[src/rtl/mcs4_bus_tracer_if.sv]
// rtl/mcs4_bus_tracer_if.sv - MCS-4 bus tap and trace-record stream interface
interface mcs4_bus_tracer_if #(
    parameter int CNT_W = 16
);
    logic             clken_2;
    logic             sync;
    logic             cm_rom;
    logic [3:0]       cm_ram;
    logic [3:0]       dbus_in;
    logic             enable;
    logic             rec_valid;
    logic             rec_ready;
    logic [11:0]      rec_addr;
    logic [7:0]       rec_instr;
    logic [3:0]       rec_x2;
    logic             rec_io;
    logic             locked;
    logic             sync_err;
    logic             overflow;
    logic [CNT_W-1:0] drop_count;

    modport master (
        output clken_2, sync, cm_rom, cm_ram, dbus_in, enable, rec_ready,
        input  rec_valid, rec_addr, rec_instr, rec_x2, rec_io,
        input  locked, sync_err, overflow, drop_count
    );

    modport slave (
        input  clken_2, sync, cm_rom, cm_ram, dbus_in, enable, rec_ready,
        output rec_valid, rec_addr, rec_instr, rec_x2, rec_io,
        output locked, sync_err, overflow, drop_count
    );
endinterface

[src/rtl/mcs4_bus_tracer.sv]
// rtl/mcs4_bus_tracer.sv - passive MCS-4 instruction-cycle tracer with record FIFO
module mcs4_bus_tracer #(
    parameter int DEPTH = 8,
    parameter int CNT_W = 16
) (
    input  logic clk,
    input  logic rst,
    mcs4_bus_tracer_if.slave bus
);
    localparam int AW = $clog2(DEPTH);

    typedef enum logic {ST_UNLOCKED, ST_LOCKED} state_t;

    state_t           r_state;
    state_t           w_state_next;
    logic [2:0]       r_phase;
    logic [11:0]      r_addr;
    logic [7:0]       r_instr;
    logic             r_io;
    logic             r_rec_en;
    logic             r_sync_err;
    logic             r_overflow;
    logic [CNT_W-1:0] r_drop_count;

    logic [24:0]      r_mem [DEPTH];
    logic [AW-1:0]    r_wp;
    logic [AW-1:0]    r_rp;
    logic [AW:0]      r_count;
    logic             r_valid;
    logic [24:0]      r_out;

    logic             w_sync_bad;
    logic             w_push;
    logic             w_pop;
    logic             w_full;
    logic             w_write;
    logic             w_drop;
    logic [AW-1:0]    w_rp_next;
    logic [AW:0]      w_avail;
    logic [24:0]      w_rec;

    always_comb begin
        w_state_next = r_state;
        if (r_state == ST_UNLOCKED && bus.clken_2 && bus.sync)
            w_state_next = ST_LOCKED;
    end

    always_comb begin
        w_sync_bad = bus.clken_2 && bus.sync && (r_state == ST_LOCKED) && (r_phase != 3'd7);
        // A sync landing on X2 itself is a misalignment, so that record is not pushed.
        w_push     = bus.clken_2 && (r_state == ST_LOCKED) && (r_phase == 3'd6) && r_rec_en && !bus.sync;
        w_pop      = r_valid && bus.rec_ready;
        w_full     = (r_count == (AW+1)'(DEPTH));
        w_write    = w_push && (!w_full || w_pop);
        w_drop     = w_push && w_full && !w_pop;
        w_rp_next  = r_rp + AW'(w_pop);
        // Output stage shows only entries present before this edge, giving one clk push-to-valid.
        w_avail    = r_count - (AW+1)'(w_pop);
        w_rec      = {r_addr, r_instr, bus.dbus_in, r_io};
    end

    always_ff @(posedge clk) begin
        if (w_write)
            r_mem[r_wp] <= w_rec;
    end

    always_ff @(posedge clk) begin
        if (!rst) begin
            r_state      <= ST_UNLOCKED;
            r_phase      <= 3'd0;
            r_addr       <= 12'd0;
            r_instr      <= 8'd0;
            r_io         <= 1'b0;
            r_rec_en     <= 1'b0;
            r_sync_err   <= 1'b0;
            r_overflow   <= 1'b0;
            r_drop_count <= '0;
            r_wp         <= '0;
            r_rp         <= '0;
            r_count      <= '0;
            r_valid      <= 1'b0;
            r_out        <= '0;
        end else begin
            r_state <= w_state_next;
            if (bus.clken_2) begin
                r_phase <= bus.sync ? 3'd0 : r_phase + 3'd1;
                case (r_phase)
                    3'd0: begin
                        r_addr[3:0] <= bus.dbus_in;
                        r_rec_en    <= bus.enable && (r_state == ST_LOCKED);
                    end
                    3'd1: r_addr[7:4]   <= bus.dbus_in;
                    3'd2: r_addr[11:8]  <= bus.dbus_in;
                    3'd3: r_instr[7:4]  <= bus.dbus_in;
                    3'd4: begin
                        r_instr[3:0] <= bus.dbus_in;
                        r_io         <= bus.cm_rom | (|bus.cm_ram);
                    end
                    default: ;
                endcase
                if (w_sync_bad) begin
                    r_sync_err <= 1'b1;
                    r_rec_en   <= 1'b0;
                end
            end

            if (w_write)
                r_wp <= r_wp + AW'(1);
            r_rp    <= w_rp_next;
            r_count <= r_count + (AW+1)'(w_write) - (AW+1)'(w_pop);
            r_valid <= (w_avail != '0);
            if (w_avail != '0)
                r_out <= r_mem[w_rp_next];

            if (w_drop) begin
                r_overflow <= 1'b1;
                if (r_drop_count != '1)
                    r_drop_count <= r_drop_count + CNT_W'(1);
            end
        end
    end

    assign bus.rec_valid  = r_valid;
    assign bus.rec_addr   = r_out[24:13];
    assign bus.rec_instr  = r_out[12:5];
    assign bus.rec_x2     = r_out[4:1];
    assign bus.rec_io     = r_out[0];
    assign bus.locked     = (r_state == ST_LOCKED);
    assign bus.sync_err   = r_sync_err;
    assign bus.overflow   = r_overflow;
    assign bus.drop_count = r_drop_count;
endmodule

[src/flat_wrapper.sv]
// flat-port wrapper written by rule: the top's interface ports become plain ports
module mcs4_bus_tracer_flat 
#(
    parameter int DEPTH = 8,
    parameter int CNT_W = 16
)
  (clk, rst, bus_clken_2, bus_sync, bus_cm_rom, bus_cm_ram, bus_dbus_in, bus_enable, bus_rec_ready, bus_rec_valid, bus_rec_addr, bus_rec_instr, bus_rec_x2, bus_rec_io, bus_locked, bus_sync_err, bus_overflow, bus_drop_count);
  mcs4_bus_tracer_if #(.CNT_W(CNT_W)) bus_i ();
  input  logic clk;
  input  logic rst;
  input wire logic [$bits(bus_i.clken_2)-1:0] bus_clken_2;
  input wire logic [$bits(bus_i.sync)-1:0] bus_sync;
  input wire logic [$bits(bus_i.cm_rom)-1:0] bus_cm_rom;
  input wire logic [$bits(bus_i.cm_ram)-1:0] bus_cm_ram;
  input wire logic [$bits(bus_i.dbus_in)-1:0] bus_dbus_in;
  input wire logic [$bits(bus_i.enable)-1:0] bus_enable;
  input wire logic [$bits(bus_i.rec_ready)-1:0] bus_rec_ready;
  output wire logic [$bits(bus_i.rec_valid)-1:0] bus_rec_valid;
  output wire logic [$bits(bus_i.rec_addr)-1:0] bus_rec_addr;
  output wire logic [$bits(bus_i.rec_instr)-1:0] bus_rec_instr;
  output wire logic [$bits(bus_i.rec_x2)-1:0] bus_rec_x2;
  output wire logic [$bits(bus_i.rec_io)-1:0] bus_rec_io;
  output wire logic [$bits(bus_i.locked)-1:0] bus_locked;
  output wire logic [$bits(bus_i.sync_err)-1:0] bus_sync_err;
  output wire logic [$bits(bus_i.overflow)-1:0] bus_overflow;
  output wire logic [$bits(bus_i.drop_count)-1:0] bus_drop_count;
  assign bus_i.clken_2 = bus_clken_2;
  assign bus_i.sync = bus_sync;
  assign bus_i.cm_rom = bus_cm_rom;
  assign bus_i.cm_ram = bus_cm_ram;
  assign bus_i.dbus_in = bus_dbus_in;
  assign bus_i.enable = bus_enable;
  assign bus_i.rec_ready = bus_rec_ready;
  assign bus_rec_valid = bus_i.rec_valid;
  assign bus_rec_addr = bus_i.rec_addr;
  assign bus_rec_instr = bus_i.rec_instr;
  assign bus_rec_x2 = bus_i.rec_x2;
  assign bus_rec_io = bus_i.rec_io;
  assign bus_locked = bus_i.locked;
  assign bus_sync_err = bus_i.sync_err;
  assign bus_overflow = bus_i.overflow;
  assign bus_drop_count = bus_i.drop_count;
  mcs4_bus_tracer #(.DEPTH(DEPTH), .CNT_W(CNT_W)) u_core (.clk(clk), .rst(rst), .bus(bus_i));
endmodule
[config.mk]
export PLATFORM = sky130hd
export DESIGN_NAME = mcs4_bus_tracer_flat
export DESIGN_NICKNAME = d
export VERILOG_FILES = /design/src/rtl/mcs4_bus_tracer_if.sv /design/src/rtl/mcs4_bus_tracer.sv /design/src/flat_wrapper.sv
export SDC_FILE = /design/constraint.sdc
export NUM_CORES = 1
export LEC_CHECK = 0
export CORE_MARGIN = 1
export CORE_UTILIZATION = 30
export CTS_CLUSTER_SIZE = 20
export DETAILED_ROUTE_END_ITERATION = 12
export GPL_TIMING_DRIVEN = 0
export PLACE_DENSITY = 0.56
export SLEW_MARGIN = 20
export SYNTH_ARGS = -nofsm -noshare
export SYNTH_HDL_FRONTEND = slang
export SYNTH_SLANG_ARGS = --single-unit
[constraint.sdc]
create_clock -name clk -period 4.6 [get_ports clk]
set_input_delay 0.92 -clock clk [delete_from_list [all_inputs] [get_ports clk]]
set_output_delay 0.92 -clock clk [all_outputs]
set_load 0.03 [all_outputs]
After elaboration in Yosys (flattened, before gate mapping). Memory sizes are Yosys's and may differ from the RTL's. A register that Yosys moved wholly into a read port is not among the register bits. Index checks and enable logic that the tools add are counted.

Add/sub/neg operators: 7. Equal/unequal tests: 8. Muxes and demuxes: 5. Bitwise operators: 2. Reductions and logical operators: 31.

Operators by type and width (count): $add A16 B1 Y16 const B (1); $ne A16 B16 Y1 const B (1); $reduce_and A2 Y1 (8); $logic_and A1 B1 Y1 (14); $sub A4 B1 Y4 (2); $add A3 B1 Y3 const B (2); $eq A3 B2 Y1 const B (2); $eq A3 B3 Y1 const B (2); $add A4 B1 Y4 (1); $eq A4 B4 Y1 const B (1); $logic_not A1 Y1 (4); $mux W1 (4); $reduce_bool A4 Y1 (1); $reduce_or A4 Y1 (1); $add A3 B1 Y3 (1); $eq A3 B1 Y1 const B (1); $logic_not A3 Y1 (1); $mux W3 (1); $ne A3 B3 Y1 const B (1); $reduce_bool A2 Y1 (1); $logic_or A1 B1 Y1 (1); $not A1 Y1 (1); $or A1 B1 Y1 (1).

Flip-flop bits (word level): 55. Memory bits (writable): 200. Input bits: 15. Logic and storage cells: 70. Memories kept: 1.

Memory list: u_core.r_mem (words 8, width 25, read ports 1, clocked after memory_dff 1, wr ports 1, line mcs4_bus_tracer.sv:25) `logic [24:0] r_mem [DEPTH];`.

Logic depth before layout (Yosys ltp). Gate-level depths: netlist of the first run.

Depth after elaboration: 7. Mapped depth: 11. Gate-level depth less buffers: 10.

Worst setup path before layout of the first run. OpenSTA, ideal clock, no wires.

Path kind: input to register. Start: input port bus_sync. End: memory u_core.r_mem[4][0], enable pin. Data arrival time: 3.726 ns. Path slack: 0.430 ns. Cell stages on the path: 4. Path through: nand4b_2 > a211oi_1 > nand2b_1 > nor3b_1.

Word-level cells in the longest chain between the ends: 5.

Ends and longest elaborated chain: from (decl) (line flat_wrapper.sv:12) `input wire logic [$bits(bus_i.sync)-1:0] bus_sync;`; $logic_not A1 Y1 (line mcs4_bus_tracer.sv:51) `w_push = bus.clken_2 && (r_state == ST_LOCKED) && (r_phase == 3'd6) && r_rec_en && !bus.sync;`; $logic_and A1 B1 Y1 (line mcs4_bus_tracer.sv:51); $logic_and A1 B1 Y1 (line mcs4_bus_tracer.sv:54) `w_write = w_push && (!w_full || w_pop);`; via u_core.w_write (line mcs4_bus_tracer.sv:36) `logic w_write;`; $mux W1 (line mcs4_bus_tracer.sv:63) `if (w_write)`; $mux W1 (not written as such) (line mcs4_bus_tracer.sv:64) `r_mem[r_wp] <= w_rec;`; to (decl) (line mcs4_bus_tracer.sv:25).

The timed path passes the listed nets, and every way through them passes these cells.

Worst setup path after layout of the first run.
Start: input port bus_rec_ready. End: register u_core.r_out[0], read port of u_core.r_mem.

Word-level cells in the longest chain between the ends: 3. Elaborated cells on any way between the ends: 4.

Ends and longest elaborated chain: from (decl) (line flat_wrapper.sv:17) `input wire logic [$bits(bus_i.rec_ready)-1:0] bus_rec_ready;`; $logic_and A1 B1 Y1 * (line mcs4_bus_tracer.sv:52) `w_pop = r_valid && bus.rec_ready;`; $sub A4 B1 Y4 (line mcs4_bus_tracer.sv:58) `w_avail = r_count - (AW+1)'(w_pop);`; $reduce_bool A4 Y1 (line mcs4_bus_tracer.sv:112) `if (w_avail != '0)`; to (decl) (line mcs4_bus_tracer.sv:30) `logic [24:0] r_out;`.

Every way passes the cells marked *; elsewhere a longest branch is shown, timed or not. A chain may end at the register's enable or synchronous reset.

==> results.py, run 1 <==
metrics = {
    "status": {
        "status": "complete, no violations",
    },
    "routing": {
        "wire_per_inst_um": 18.60,
        "drt_iter0_drc": 390,
        "wl_mm": 23.63,
        "drtAntennaViolNets": 0,
        "vias": 5973,
        "avgViaCountPerCell": 4.703,
        "firstDrtPassIters": 5,
        "drcViolationCount": 0,
    },
    "logic_synthesis": {
        "async_flop_share": 0,
        "synth_cell_type_count": 45,
        "synth_area_leaders": "edfxtp_1, dfxtp_1, mux4_2",
        "synthFlopType": "edfxtp_1",
        "yosysWarnings": 0,
        "yosysSeqAreaShare": 0.7048,
        "syn-cell-area_mm2": 0.01079,
        "mappedNetlistNets": 708,
        "synth_cells": 675,
        "synth_area_leader_cell": "edfxtp_1",
        "synth_edf_count": 200,
        "yosysTopAreaCellShare": 0.5565,
        "synth.avg_cell_area_um2": 15.99,
        "ys_ff_latch": 280,
    },
    "floorplanning": {
        "die_y_um": 191.7,
        "dieArea_mm2": 0.03674,
        "die_w_um": 191.7,
        "ios": 60,
        "num_rows": 69,
        "start_util": 0.3042,
        "coreArea_mm2": 0.03548,
    },
    "global_routing": {
        "antenna_found_initial": 1,
        "grt_max_degree": 17,
        "grt_pass1_vias": 6019,
        "grt_pass1_wl_mm": 36.20,
        "grt_usage": 0.1313,
        "overflow": 0,
    },
    "min_path": {
        "hold_class": "reg -> reg",
    },
    "layout": {
        "fill_cells": 3316,
        "nNetsFinal": 818,
        "syn_to_final_growth_pct": 22.04,
        "final_common_cell": "edfxtp_1",
        "final_cells": 1270,
        "final_cell_mix": "edfxtp_1, dfxtp_1, nand2_1",
        "drive_above_1_share": 0.1757,
    },
    "pwr": {
        "p_switching_uw": 1676,
        "powerDensity_mw_per_mm2": 478.5,
        "power.internal_uw": 4626,
        "p_leak_uw": 0.004301,
        "sequentialPowerShare": 0.451,
        "power_uw": 6302,
        "vdd.ir_drop.worst_uv": 325.8,
        "clkPwrFrac": 0.370,
        "swShare": 0.2660,
        "power_frac_comb": 0.179,
    },
    "sta": {
        "tightestPinTransition_ps": 851.6,
        "maxSlewHeadroom": 0.4176,
        "grt_setup_unrepaired": "false",
        "fmax_mhz": 260.8,
        "setup_viol": 0,
        "min_period_ps": 3834,
        "hold_viol_final": 0,
        "report.final.slew_viol_count": 0,
        "finalSetupTns_ps": 0,
        "period_share": 0.8335,
        "fin_worst_skew_ps": 18.03,
    },
    "clock_network": {
        "cts_sinks": 280,
        "clock_path_buffers": 3,
        "cts-root-buf": "clkbuf_16",
        "postCtsSetupRepairBufs": 0,
        "numCtsBuffers": 29,
        "path_clk_slew_ps": 60,
        "cts_resized": 0,
        "cts_hold_buf": 0,
        "insertion_delay_ps": 550,
        "h-tree-depth": 1,
        "tritoncts": "built",
    },
    "placement": {
        "port_buffers": 59,
        "detailed_place_hpwl_mm": 16.06,
        "dp_cells": 1215,
        "gp_congestion": 0.7817,
    },
    "critical_path": {
        "ff2ff_setup_slack_ps": 1200,
        "max_stage_delay_ps": 770,
        "crit_buf_inv": 4,
        "start_kind": "input pin",
        "cp_cell_sequence": "clkdlybuf4s50_1 -> nand2_1 -> inv_1 -> ha_1 -> inv_1 -> ha_1 -> a2111oi_0 -> nand2b_1 -> clkbuf_1 -> o21ai_0",
        "crit_family": "buffers and inverters",
        "arrival_ps": 4230,
        "slowest_stage": "a2111oi_0",
        "cp_max_fo": 10,
        "criticalPathCategory": "in -> reg",
        "critPathRequiredTime_ps": 4990,
        "end_kind": "flip-flop",
    },
    "job": {
        "drv_cap": 0,
    },
}
[routing by layer]
metal  vias to the layer above  routed length [um]  track usage
met1                      2990               11180       0.1848
met4                         0                 463      0.02900
met3                        35                1190      0.02686
met5                         -                   0            0
met2                       140               10800       0.2083
li1                       2808                   -            -
[power groups by stage]
stage / logic [uW] / clock network [uW] / registers, uW
after floorplan: 590 / 0 / 3040
after global placement: 1140 / 0 / 2900
after detailed placement: 1160 / 0 / 2900
after CTS: 1160 / 2380 / 2850
after global routing: 1230 / 2480 / 2860
final: 1130 / 2330 / 2840
[Yosys cell counts, types with 2 or more instances]
cell	n
or4_1	3
nand4_1	3
clkbuf_1	15
and2_1	9
and3_1	3
nor3b_1	4
edfxtp_1	200
o21ai_0	32
dfxtp_1	80
buf_1	3
mux4_2	50
a21oi_1	33
xnor2_1	2
inv_1	13
buf_2	9
nor3_1	9
and3_4	2
xor2_1	4
nand3_1	26
a211oi_1	3
ha_1	17
nand2_1	60
nor2_1	30
or3_1	5
o31ai_1	3
mux2i_1	34
a2111oi_0	2
nand2b_1	4
[flip-flops by register name, indices dropped and copies added, names as in the netlist]
name / cells
u_core.r_io: 1
u_core.bus.locked: 1
u_core.r_out: 25
u_core.r_rp: 3
u_core.r_count: 4
u_core.r_addr: 12
u_core.bus.drop_count: 16
u_core.bus.sync_err: 1
u_core.r_rec_en: 1
u_core.r_instr: 8
u_core.r_wp: 3
u_core.bus.overflow: 1
u_core.r_phase: 3
u_core.bus.rec_valid: 1
u_core.r_mem: 200
[layout make-up]
cell class	instances	area (um^2)	area share
clock buffer	43	838.3	0.06365
clock inverter	11	116.4	0.008834
timing repair buffer	79	799.5	0.06070
tap	461	576.8	0.04379
inverter	13	48.80	0.003705
multi-input combinational	353	3050	0.2316
antenna	1	2.502	0.0001900
buffer	29	131.4	0.009974
sequential	280	7607	0.5776
[cell families (layout without fill, tap and decap cells)]
logic type	Yosys count	after routing	synth area share
flops	280	280	0.7048
simple gates	166	166	0.07501
mux	84	84	0.1359
compound gates	78	78	0.03965
buf+inv	42	175	0.01669
fa+ha+maj	18	18	0.02156
xor+xnor	7	7	0.006376
other cells	0	1	0
[worst paths after layout]
kind | from | to | depth (start not counted)
setup / recovery | bus_rec_ready | u_core.r_out[0]$_SDFFE_PN0P_ | 10
hold / removal | u_core.r_out[14]$_SDFFE_PN0P_ | u_core.r_out[14]$_SDFFE_PN0P_ | 2
setup reg to reg | u_core.r_phase[0]$_SDFFE_PN0P_ | u_core.r_mem[4][9]$_DFFE_PP_ | 8
hold reg to reg | u_core.r_out[14]$_SDFFE_PN0P_ | u_core.r_out[14]$_SDFFE_PN0P_ | 2
[stage by stage]
step | hold slack [ps] | utilization | instance area [um^2] | worst slack, ps
floorplan | 479.1 | - | 10790 | 430.3
global placement | 437.6 | 0.3371 | 11960 | -2527
detailed placement | 443.3 | 0.3442 | 12210 | 154.2
CTS | 457.5 | 0.3711 | 13170 | 727.9
global route | 476.3 | 0.3711 | 13170 | 512.3
finish | 450.6 | 0.3712 | 13170 | 765.7
[worst reg2reg max path, cell delays in order, from the launching register on]
cell and delay (ps):
dfxtp_1 350, inv_1 90, ha_1 280, nand4b_2 210, a211oi_1 630, nand2b_1 360, nor3b_2 660, buf_4 310
buf_4 220
(Power assumes the default switching activity.)
==> run 2: changes to the inputs <==
==> constraint.sdc (replaced) <==
create_clock -name clk -period 3.9 [get_ports clk]
set_input_delay 0.78 -clock clk [delete_from_list [all_inputs] [get_ports clk]]
set_output_delay 0.78 -clock clk [all_outputs]
set_load 0.03 [all_outputs]
==> run 2 against run 1 <==
- combinational power is 16% higher
- wire length is 0.93% lower
- first-iteration DRC count is 18% higher
- clock skew is 2.0 ps higher
- total power is 21% higher
- core utilization is 0.27 points higher
- register-to-register slack worse by 650 ps
- worst setup slack worse by 520 ps
- die area stayed put
- hold slack worse by 2.9 ps
- critical path depth stayed put
- largest power group unchanged
- clock-buffer cell count is 6 lower
==> results.py, run 2 (synthesis gave the netlist of run 1 again) <==
metrics = {
    "global_routing": {
        "overflow": 0,
        "grt_max_degree": 16,
        "grt_pass1_vias": 5953,
        "antenna_found_initial": 1,
        "grt_usage": 0.1298,
        "grt_pass1_wl_mm": 36.00,
    },
    "critical_path": {
        "ff2ff_setup_slack_ps": 550,
        "slowest_stage": "a2111oi_0",
        "crit_family": "buffers and inverters",
        "criticalPathCategory": "in -> reg",
        "critPathRequiredTime_ps": 4300,
        "r2r_end": "u_core.r_mem[3][20]$_DFFE_PP_",
        "end_kind": "flip-flop",
        "crit-reg2reg-launch": "u_core.r_phase[0]$_SDFFE_PN0P_",
        "crit_start": "bus_rec_ready",
        "arrival_ps": 4060,
        "start_kind": "input pin",
        "cp_cell_sequence": "clkdlybuf4s50_1 -> nand2_1 -> inv_1 -> ha_1 -> inv_1 -> ha_1 -> a2111oi_0 -> nand2b_1 -> clkbuf_1 -> o21ai_0",
        "cp_max_fo": 10,
        "max_stage_delay_ps": 810,
        "critical_path_depth": 10,
        "rr_worst_depth": 8,
        "cp-endpoint": "u_core.r_out[24]$_SDFFE_PN0P_",
        "crit_buf_inv": 4,
    },
    "routing": {
        "wl_mm": 23.41,
        "avgViaCountPerCell": 4.686,
        "drcViolationCount": 0,
        "vias": 5951,
        "drt_iter0_drc": 459,
        "wire_per_inst_um": 18.43,
        "drtAntennaViolNets": 0,
        "firstDrtPassIters": 5,
    },
    "layout": {
        "nNetsFinal": 818,
        "final_cell_mix": "edfxtp_1, dfxtp_1, nand2_1",
        "largest_register_ff_count": 200,
        "final_common_cell": "edfxtp_1",
        "drive_above_1_share": 0.1731,
        "syn_to_final_growth_pct": 22.92,
        "diodes": 0,
        "finish.utilization": 0.3739,
        "top_register": "u_core.r_mem",
    },
    "sta": {
        "report.final.slew_viol_count": 0,
        "grt_setup_unrepaired": "false",
        "finalSetupTns_ps": 0,
        "hold_viol_final": 0,
        "setup_viol": 0,
        "tightestPinTransition_ps": 897.0,
        "period_share": 0.9375,
        "fin_worst_skew_ps": 19.99,
        "fmax_mhz": 273.5,
        "min_period_ps": 3656,
        "maxSlewHeadroom": 0.3865,
    },
    "pwr": {
        "powerDensity_mw_per_mm2": 575.5,
        "power_uw": 7635,
        "vdd.ir_drop.worst_uv": 379.4,
        "p_leak_uw": 0.004331,
    },
    "job": {
        "drv_cap": 0,
    },
    "floorplanning": {
        "die_y_um": 191.7,
        "num_rows": 69,
        "ios": 60,
        "dieArea_mm2": 0.03674,
        "coreArea_mm2": 0.03548,
        "start_util": 0.3042,
        "die_w_um": 191.7,
    },
    "status": {
        "status": "complete, no violations",
    },
    "placement": {
        "port_buffers": 59,
        "gp_congestion": 0.7551,
        "detailed_place_hpwl_mm": 15.66,
    },
    "clock_network": {
        "path_clk_slew_ps": 60,
        "h-tree-depth": 1,
        "cts_hold_buf": 0,
        "cts_resized": 0,
        "numCtsBuffers": 30,
        "insertion_delay_ps": 560,
        "cts_sinks": 280,
        "postCtsSetupRepairBufs": 0,
        "tritoncts": "built",
        "clock_path_buffers": 3,
        "cts-root-buf": "clkbuf_16",
    },
    "min_path": {
        "hold_class": "reg -> reg",
    },
}
run 2: changes by cell type in the layout (fill, tap and decap cells not counted), sizes merged:
cell	change
bufinv	+4
clkbuf	-6
clkinv	+5
inv	-1
diode	-1
buf	-1
run 2: stage by stage:
step                hold slack [ps]  setup slack, ps  instance area (um^2)  std cells
finish                        447.8            243.8                 13270       1270
global route                  477.2            5.221                 13270       1270
CTS                           455.5            250.6                 13270       1270
detailed placement            441.0           -313.6                 12230       1214
global placement              437.9            -2994                 11970       1195
floorplan                     479.1           -129.7                 10800        675
run 2: power breakdown:
part	switching (uW)	internal (uW)	total, uW
combinational	752	556	1310
sequential	71.7	3280	3350
clock	1160	1810	2980
total	1980	5650	7640
run 2: worst min path at each step:
stage	startpoint	endpoint	cells after the start
6_report	u_core.r_out[14]$_SDFFE_PN0P_	u_core.r_out[14]$_SDFFE_PN0P_	2
5_1_grt	u_core.r_out[15]$_SDFFE_PN0P_	u_core.r_out[15]$_SDFFE_PN0P_	2
4_1_cts	u_core.r_out[14]$_SDFFE_PN0P_	u_core.r_out[14]$_SDFFE_PN0P_	2
3_5_place_dp	u_core.r_out[14]$_SDFFE_PN0P_	u_core.r_out[14]$_SDFFE_PN0P_	2
3_3_place_gp	u_core.r_out[14]$_SDFFE_PN0P_	u_core.r_out[14]$_SDFFE_PN0P_	2
2_1_floorplan	u_core.r_phase[1]$_SDFFE_PN0P_	u_core.r_phase[1]$_SDFFE_PN0P_	2
run 2: area by class of cell:
type,instances,area (um^2)
Multi-Input combinational cell,353,3063
Fill cell,3313,22220
Tap cell,461,576.8
Clock buffer,37,777.0
Clock inverter,19,262.8
Inverter,13,48.80
Timing Repair Buffer,78,799.5
Sequential cell,280,7607
Buffer,29,131.4
run 2: metal layers:
layer | routed length [um] | track usage | up-vias
li1 | - | - | 2805
met1 | 11400 | 0.1884 | 2962
met2 | 10340 | 0.1981 | 150
met3 | 1294 | 0.02796 | 32
met4 | 359 | 0.02839 | 2
met5 | 11 | 0 | -
run 2: worst reg2reg max path: stages, from the launching register on:
cell	delay (ps)
dfxtp_1	360
inv_1	100
ha_1	320
nand4b_2	180
a211oi_1	610
nand2_1	390
nor3b_4	700
buf_8	240
buf_6	170
